==> src/rtl/spi_pkg.sv <==
// spi_pkg: definitions shared by the SPI transfer engine and the APB slave interface.
//   - spi_mode_e   : spi_mode field encodings (RUN / WAIT / STOP)
//   - spi_state_e  : transfer FSM states
//   - DATA_WIDTH   : transfer length in bits
//   - CNT_WIDTH    : half-period counter width (holds 1..1024)
//   - half_period(): SCLK half-period in PCLK cycles from the SPPR/SPR fields
package spi_pkg;

    localparam int unsigned DATA_WIDTH = 8;
    localparam int unsigned CNT_WIDTH  = 11;

    typedef enum logic [1:0] {
        RUN  = 2'b00,
        WAIT = 2'b01,
        STOP = 2'b10
    } spi_mode_e;

    typedef enum logic [1:0] {
        ST_IDLE,
        ST_LEAD,
        ST_XFER,
        ST_TAIL
    } spi_state_e;

    // (sppr+1) << spr; the largest value is 8 << 7 = 1024, which fits in CNT_WIDTH.
    function automatic logic [CNT_WIDTH-1:0] half_period(input logic [2:0] sppr,
                                                         input logic [2:0] spr);
        logic [CNT_WIDTH-1:0] base;
        base = CNT_WIDTH'(sppr) + CNT_WIDTH'(1);
        return base << spr;
    endfunction

endpackage

==> src/rtl/spi_baud_gen.sv <==
// spi_baud_gen: SCLK half-period timer.
//   pclk_i, preset_ni : clock, async active-low reset
//   load_i            : latch the half-period from sppr_i/spr_i
//   sppr_i, spr_i     : baud prescaler / rate fields
//   en_i              : count enable (low freezes the counter in place)
//   clr_i             : synchronous clear of the counter
//   edge_tick_o       : one-cycle pulse at the end of every half-period
module spi_baud_gen
    import spi_pkg::*;
#(
    parameter int unsigned CNT_WIDTH = spi_pkg::CNT_WIDTH
) (
    input  logic       pclk_i,
    input  logic       preset_ni,
    input  logic       load_i,
    input  logic [2:0] sppr_i,
    input  logic [2:0] spr_i,
    input  logic       en_i,
    input  logic       clr_i,
    output logic       edge_tick_o
);

    logic [CNT_WIDTH-1:0] half_q, half_d;
    logic [CNT_WIDTH-1:0] cnt_q, cnt_d;

    always_comb begin
        half_d      = half_q;
        cnt_d       = cnt_q;
        edge_tick_o = 1'b0;
        if (load_i) begin
            half_d = CNT_WIDTH'(half_period(sppr_i, spr_i));
        end
        if (clr_i) begin
            cnt_d = '0;
        end else if (en_i) begin
            if (cnt_q == half_q - CNT_WIDTH'(1)) begin
                cnt_d       = '0;
                edge_tick_o = 1'b1;
            end else begin
                cnt_d = cnt_q + CNT_WIDTH'(1);
            end
        end
    end

    always_ff @(posedge pclk_i or negedge preset_ni) begin
        if (!preset_ni) begin
            half_q <= CNT_WIDTH'(1);
            cnt_q  <= '0;
        end else begin
            half_q <= half_d;
            cnt_q  <= cnt_d;
        end
    end

endmodule

==> src/rtl/spi_shift_engine.sv <==
// spi_shift_engine: master-mode SPI transfer engine.
//   PCLK, PRESET_n          : clock, async active-low reset
//   send_data_i             : start request pulse (honoured only in IDLE)
//   mosi_data_i             : byte to transmit, captured on the accept cycle
//   mstr_i/cpol_i/cpha_i/lsbfe_i : CR1 control fields
//   sppr_i, spr_i           : baud fields, half-period = (sppr+1) << spr
//   spi_mode_i              : RUN / WAIT transfer normally, STOP freezes a transfer
//   miso_i                  : serial input
//   sclk_o, mosi_o, ss_o    : serial clock, serial output, active-low select
//   tip_o                   : transfer in progress
//   receive_data_o          : one-cycle completion pulse
//   miso_data_o             : last received byte
module spi_shift_engine
    import spi_pkg::*;
#(
    parameter int unsigned DATA_WIDTH = spi_pkg::DATA_WIDTH,
    parameter int unsigned CNT_WIDTH  = spi_pkg::CNT_WIDTH
) (
    input  logic                  PCLK,
    input  logic                  PRESET_n,
    input  logic                  send_data_i,
    input  logic [DATA_WIDTH-1:0] mosi_data_i,
    input  logic                  mstr_i,
    input  logic                  cpol_i,
    input  logic                  cpha_i,
    input  logic                  lsbfe_i,
    input  logic [2:0]            sppr_i,
    input  logic [2:0]            spr_i,
    input  logic [1:0]            spi_mode_i,
    input  logic                  miso_i,
    output logic                  sclk_o,
    output logic                  mosi_o,
    output logic                  ss_o,
    output logic                  tip_o,
    output logic                  receive_data_o,
    output logic [DATA_WIDTH-1:0] miso_data_o
);

    localparam int unsigned      NUM_EDGES = 2 * DATA_WIDTH;
    localparam int unsigned      EC_W      = $clog2(NUM_EDGES + 1);
    localparam logic [EC_W-1:0]  LAST_EDGE = EC_W'(NUM_EDGES - 1);

    spi_state_e            state_q, state_d;
    logic                  cpha_q, cpha_d;
    logic                  lsbfe_q, lsbfe_d;
    logic [DATA_WIDTH-1:0] tx_sr_q, tx_sr_d;
    logic [DATA_WIDTH-1:0] rx_sr_q, rx_sr_d;
    logic [DATA_WIDTH-1:0] rx_data_q, rx_data_d;
    logic [EC_W-1:0]       edge_cnt_q, edge_cnt_d;
    logic                  sclk_q, sclk_d;
    logic                  mosi_q, mosi_d;
    logic                  ss_q, ss_d;
    logic                  tip_q, tip_d;
    logic                  done_q, done_d;

    logic start;
    logic leading;
    logic edge_tick;
    logic baud_en;
    logic baud_clr;

    assign baud_en  = (state_q != ST_IDLE) && (spi_mode_i != STOP);
    assign baud_clr = (state_q == ST_IDLE);

    spi_baud_gen #(
        .CNT_WIDTH (CNT_WIDTH)
    ) u_baud (
        .pclk_i      (PCLK),
        .preset_ni   (PRESET_n),
        .load_i      (start),
        .sppr_i      (sppr_i),
        .spr_i       (spr_i),
        .en_i        (baud_en),
        .clr_i       (baud_clr),
        .edge_tick_o (edge_tick)
    );

    always_comb begin
        state_d    = state_q;
        cpha_d     = cpha_q;
        lsbfe_d    = lsbfe_q;
        tx_sr_d    = tx_sr_q;
        rx_sr_d    = rx_sr_q;
        rx_data_d  = rx_data_q;
        edge_cnt_d = edge_cnt_q;
        sclk_d     = sclk_q;
        mosi_d     = mosi_q;
        ss_d       = ss_q;
        tip_d      = tip_q;
        done_d     = 1'b0;
        start      = 1'b0;
        // edge_cnt_q counts edges already taken, so an even count means the
        // upcoming edge is odd-numbered, i.e. a leading edge.
        leading    = ~edge_cnt_q[0];

        unique case (state_q)
            ST_IDLE: begin
                if (send_data_i && mstr_i && (spi_mode_i == RUN || spi_mode_i == WAIT)) begin
                    start      = 1'b1;
                    state_d    = ST_LEAD;
                    cpha_d     = cpha_i;
                    lsbfe_d    = lsbfe_i;
                    sclk_d     = cpol_i;
                    ss_d       = 1'b0;
                    tip_d      = 1'b1;
                    edge_cnt_d = '0;
                    rx_sr_d    = '0;
                    if (cpha_i) begin
                        mosi_d  = 1'b0;
                        tx_sr_d = mosi_data_i;
                    end else begin
                        // cpha=0 presents the first bit during LEAD, so it is
                        // consumed from the shift register immediately.
                        mosi_d  = lsbfe_i ? mosi_data_i[0] : mosi_data_i[DATA_WIDTH-1];
                        tx_sr_d = lsbfe_i ? (mosi_data_i >> 1) : (mosi_data_i << 1);
                    end
                end
            end
            ST_LEAD: begin
                if (edge_tick) state_d = ST_XFER;
            end
            ST_XFER: begin
                if (edge_tick) begin
                    sclk_d     = ~sclk_q;
                    edge_cnt_d = edge_cnt_q + EC_W'(1);
                    if (leading != cpha_q) begin
                        rx_sr_d = lsbfe_q ? {miso_i, rx_sr_q[DATA_WIDTH-1:1]}
                                          : {rx_sr_q[DATA_WIDTH-2:0], miso_i};
                    end
                    if (cpha_q ? leading : (!leading && edge_cnt_q < LAST_EDGE)) begin
                        mosi_d  = lsbfe_q ? tx_sr_q[0] : tx_sr_q[DATA_WIDTH-1];
                        tx_sr_d = lsbfe_q ? (tx_sr_q >> 1) : (tx_sr_q << 1);
                    end
                    if (edge_cnt_q == LAST_EDGE) state_d = ST_TAIL;
                end
            end
            ST_TAIL: begin
                if (edge_tick) begin
                    state_d   = ST_IDLE;
                    ss_d      = 1'b1;
                    tip_d     = 1'b0;
                    done_d    = 1'b1;
                    rx_data_d = rx_sr_q;
                    mosi_d    = 1'b0;
                end
            end
            default: state_d = ST_IDLE;
        endcase
    end

    always_ff @(posedge PCLK or negedge PRESET_n) begin
        if (!PRESET_n) begin
            state_q    <= ST_IDLE;
            cpha_q     <= 1'b0;
            lsbfe_q    <= 1'b0;
            tx_sr_q    <= '0;
            rx_sr_q    <= '0;
            rx_data_q  <= '0;
            edge_cnt_q <= '0;
            sclk_q     <= 1'b0;
            mosi_q     <= 1'b0;
            ss_q       <= 1'b1;
            tip_q      <= 1'b0;
            done_q     <= 1'b0;
        end else begin
            state_q    <= state_d;
            cpha_q     <= cpha_d;
            lsbfe_q    <= lsbfe_d;
            tx_sr_q    <= tx_sr_d;
            rx_sr_q    <= rx_sr_d;
            rx_data_q  <= rx_data_d;
            edge_cnt_q <= edge_cnt_d;
            sclk_q     <= sclk_d;
            mosi_q     <= mosi_d;
            ss_q       <= ss_d;
            tip_q      <= tip_d;
            done_q     <= done_d;
        end
    end

    assign sclk_o         = sclk_q;
    assign mosi_o         = mosi_q;
    assign ss_o           = ss_q;
    assign tip_o          = tip_q;
    assign receive_data_o = done_q;
    assign miso_data_o    = rx_data_q;

endmodule

==> config.mk <==
export PLATFORM = sky130hd
export DESIGN_NAME = spi_shift_engine
export DESIGN_NICKNAME = d
export VERILOG_FILES = /design/src/rtl/spi_pkg.sv /design/src/rtl/spi_baud_gen.sv /design/src/rtl/spi_shift_engine.sv
export SDC_FILE = /design/constraint.sdc
export NUM_CORES = 1
export LEC_CHECK = 0
export CORE_MARGIN = 8
export CORE_UTILIZATION = 36
export DETAILED_ROUTE_END_ITERATION = 16
export GPL_TIMING_DRIVEN = 0
export PLACE_DENSITY = 0.64
export SYNTH_ARGS = -nofsm -noshare
export SYNTH_HDL_FRONTEND = slang
export SYNTH_SLANG_ARGS = --single-unit
==> constraint.sdc <==
create_clock -name PCLK -period 9.7 [get_ports PCLK]
set_clock_uncertainty 0.2 [all_clocks]
set_input_delay 1.94 -clock PCLK [delete_from_list [all_inputs] [get_ports PCLK]]
set_output_delay 1.94 -clock PCLK [all_outputs]
set_load 0.01 [all_outputs]
==> metrics.cfg <==
[clocking]
cts-hold-fix-buffers=0
clkSinkCount=60
clk_transition_reported_paths_ps=70
cts_buffers=9
clock-root-buffer=sky130_fd_sc_hd__clkbuf_8
ctsResizeCount=0
cts-root-to-sink-buffers=2
cts_post_setup_buffers_inserted=0
worst_skew_pair.late_latency_ps=350
tritoncts=done
h-tree-depth=3

[setup_path]
crit_chain=clkdlybuf4s50_1 > nor2b_1 > clkbuf_1 > nor3_1 > and3_1 > a21oi_1 > a222oi_1
max_stage_delay_ps=590
crit_fanout=8
timing.critical_path.max_delay_family=compound AO/OA/AOI/OAI gates
slowest_cell_on_the_critical_path=sky130_fd_sc_hd__a21oi_1
crit_path_start_kind=input pin
worstSetupEndpointType=flip-flop
critical_path_required_ps=9680
path_buf_inv=2
cp_data_arrival_time_ps=4100
ws_path_type=in2reg

[routing]
per_cell_via_count_in_the_routed_design=5.36
drc_errors=0
drt_pre_antenna_iters=4
detail-route-antenna-nets=0
finalWirelength_um=9270
avgRoutedWirePerCell_um=15.1
dr_total_vias=3289
detailedRoute.firstIterationViolations=169

[global_routing]
grtUsageTotal=0.131
grt_first_pass_wirelength_um=15600
grt_max_degree=37
grt_pass1_vias=3178
grt_antenna_before_repair=0
grt-ovfl-total=0

[finish]
finalNetCount=504
area.growth.synth_to_final_pct=17.8
stdcell_area_mm2=0.00470
drive_above_1_share=0.131
antennaDiodeCount=0

[place]
routabilityCongestion=0.778
post-place-ws_ps=4900
dp.final_hpwl_um=6890
detailed_place.area_mm2=0.00452
port-buffer-count=34

[timing]
slew_violations=0
max_slew.worst_pin.slew_ps=746
highest_clock_rate_mhz=243
final_layout_setup_total_negative_slack_ps=0
post-route-period-util=0.424
unrepaired_setup_endpoints_after_global_routing=false
min_period_ps=4120
setup_violating_endpoint_count_in_the_final_report=0
slew_headroom=0.503
setup_ws_ps=5580
final_hold_viol_count=0

[yosys]
postSynth.topFlopCell=sky130_fd_sc_hd__dfrtp_1
yosysUniqueCellTypes=64
yosys.area.top_type_share=0.364
synth_enable_flop_cells=0
yosys.area.top_type=sky130_fd_sc_hd__dfrtp_1
synthesized_instance_count=425
synthTopCellsByArea=sky130_fd_sc_hd__dfrtp_1, sky130_fd_sc_hd__mux2i_1, sky130_fd_sc_hd__mux2_2, sky130_fd_sc_hd__nand2_1, sky130_fd_sc_hd__ha_1
async_flop_share=1.00
flip_flop_and_latch_count_after_synthesis=60
synth.avg_cell_area_um2=9.38
synth.net_count=458
sequential_element_share_of_the_synthesized_area=0.377
synthesis.yosys.warnings=0
mappedNetlistArea_mm2=0.00399

[floorplan]
fp-row-count=38
initial_core_util=0.368
fp.dieW_um=121
core-area_mm2=0.0108
ioPinCount=37
die_area_mm2=0.0147
die_h_um=121

[power]
power.static_leakage_nw=2.04
total_power_density_per_cell_area_mw_per_mm2=246
ir_drop_v=0.0000991

[job]
max_cap_violations=0

[min_path]
hold_path.class=reg2reg

[run_status]
outcome=finished clean

-- area by class of cell --
cell class / instances / area [µm²]
buffer: 26 / 118
clock buffer: 12 / 165
clock inverter: 2 / 10.0
fill: 1070 / 6140
inverter: 16 / 60.1
multi-input combinational: 323 / 2310
sequential: 60 / 1500
tap: 140 / 175
timing repair buffer: 35 / 355
-- cells in the final DEF, fill, tap and decap left out, types with 3 or more instances in the layout --
cell type,n
sky130_fd_sc_hd__nor3b_1,4
sky130_fd_sc_hd__mux2_2,23
sky130_fd_sc_hd__nand3_1,10
sky130_fd_sc_hd__mux2i_1,36
sky130_fd_sc_hd__nand3b_1,8
sky130_fd_sc_hd__and3_1,5
sky130_fd_sc_hd__nor4_1,4
sky130_fd_sc_hd__o21ai_0,16
sky130_fd_sc_hd__nor2_1,23
sky130_fd_sc_hd__nand2_1,53
sky130_fd_sc_hd__or4_1,7
sky130_fd_sc_hd__a22o_1,3
sky130_fd_sc_hd__ha_1,9
sky130_fd_sc_hd__or3_1,9
sky130_fd_sc_hd__and2_1,4
sky130_fd_sc_hd__clkbuf_1,21
sky130_fd_sc_hd__a31oi_1,9
sky130_fd_sc_hd__clkdlybuf4s50_1,33
sky130_fd_sc_hd__nor2b_1,3
sky130_fd_sc_hd__or2_2,4
sky130_fd_sc_hd__nand4_1,4
sky130_fd_sc_hd__xnor2_1,8
sky130_fd_sc_hd__a222oi_1,7
sky130_fd_sc_hd__clkbuf_8,12
sky130_fd_sc_hd__xor2_1,11
sky130_fd_sc_hd__dfrtp_1,58
sky130_fd_sc_hd__nor3_1,4
sky130_fd_sc_hd__a21oi_1,21
sky130_fd_sc_hd__inv_1,16
-- worst min-delay path: stages (launching register included) --
cell	delay, ps
sky130_fd_sc_hd__dfstp_2	380
sky130_fd_sc_hd__inv_1	40
sky130_fd_sc_hd__a21oi_1	50
-- cells in the mapped netlist (5+ instances only) --
cell	count
sky130_fd_sc_hd__nor2_1	23
sky130_fd_sc_hd__inv_1	16
sky130_fd_sc_hd__xor2_1	11
sky130_fd_sc_hd__o21ai_0	16
sky130_fd_sc_hd__mux2_2	23
sky130_fd_sc_hd__a222oi_1	7
sky130_fd_sc_hd__clkbuf_1	21
sky130_fd_sc_hd__or4_1	7
sky130_fd_sc_hd__mux2i_1	36
sky130_fd_sc_hd__xnor2_1	8
sky130_fd_sc_hd__ha_1	9
sky130_fd_sc_hd__or3_1	9
sky130_fd_sc_hd__nand2_1	53
sky130_fd_sc_hd__a21oi_1	21
sky130_fd_sc_hd__dfrtp_1	58
sky130_fd_sc_hd__nand3_1	10
sky130_fd_sc_hd__nand3b_1	8
sky130_fd_sc_hd__and3_1	5
sky130_fd_sc_hd__nor3b_1	5
sky130_fd_sc_hd__a31oi_1	9
-- flip-flops by register name, indices dropped and copies added (netlist names), 2 cells and up --
register       flops
state_q            2
edge_cnt_q         5
u_baud.half_q     11
rx_sr_q            8
tx_sr_q            8
u_baud.cnt_q      11
miso_data_o        8
-- per-layer routing --
layer | wire length [µm] | GRT usage | vias up | part of all wire
li1 | - | - | 1631 | -
met1 | 4420 | 0.164 | 1598 | 0.48
met2 | 4370 | 0.213 | 49 | 0.47
met3 | 281 | 0.0261 | 11 | 0.030
met4 | 196 | 0.0578 | 0 | 0.021
met5 | 0 | 0 | - | 0
-- report_power, final --
group / switching, mW / total, mW / internal, mW / leakage (nW)
combinational: 0.304 / 0.557 / 0.253 / 1.15
sequential: 0.0729 / 0.391 / 0.318 / 0.797
clock: 0.0963 / 0.206 / 0.110 / 0.0941
total: 0.473 / 1.15 / 0.681 / 2.04
-- worst paths after layout --
check / start / endpoint / slack, ps / cells after the start
hold reg to reg: ss_o / ss_o / 270 / 2
max in group asynchronous: PRESET_n / ss_o / 7240 / 2
min in group asynchronous: PRESET_n / u_baud.cnt_q[1] / 1400 / 1
setup reg to reg: u_baud.half_q[0] / state_q[1] / 6330 / 8
hold / removal: ss_o / ss_o / 270 / 2
setup / recovery: spi_mode_i[1] / tx_sr_q[3] / 5580 / 7
-- kinds of logic after synthesis --
kind of cell / count (synthesis) / synth area share
XOR/XNOR: 19 / 0.0417
flip-flops: 60 / 0.377
buffers and inverters: 42 / 0.0446
AO/OA/AOI/OAI: 76 / 0.126
multiplexers: 60 / 0.158
AND/OR/NAND/NOR: 159 / 0.224
adder cells (fa/ha/maj): 9 / 0.0282
-- stage by stage --
step	total power, mW	utilization	hold slack (ps)	std cells
after global placement	0.935	0.415	260	599
after CTS	1.16	0.433	277	614
after detailed placement	0.955	0.417	266	600
after global routing	1.24	0.433	305	614
after floorplan	0.823	-	272	425
final	1.15	0.433	274	614
(Power assumes the default switching activity.)
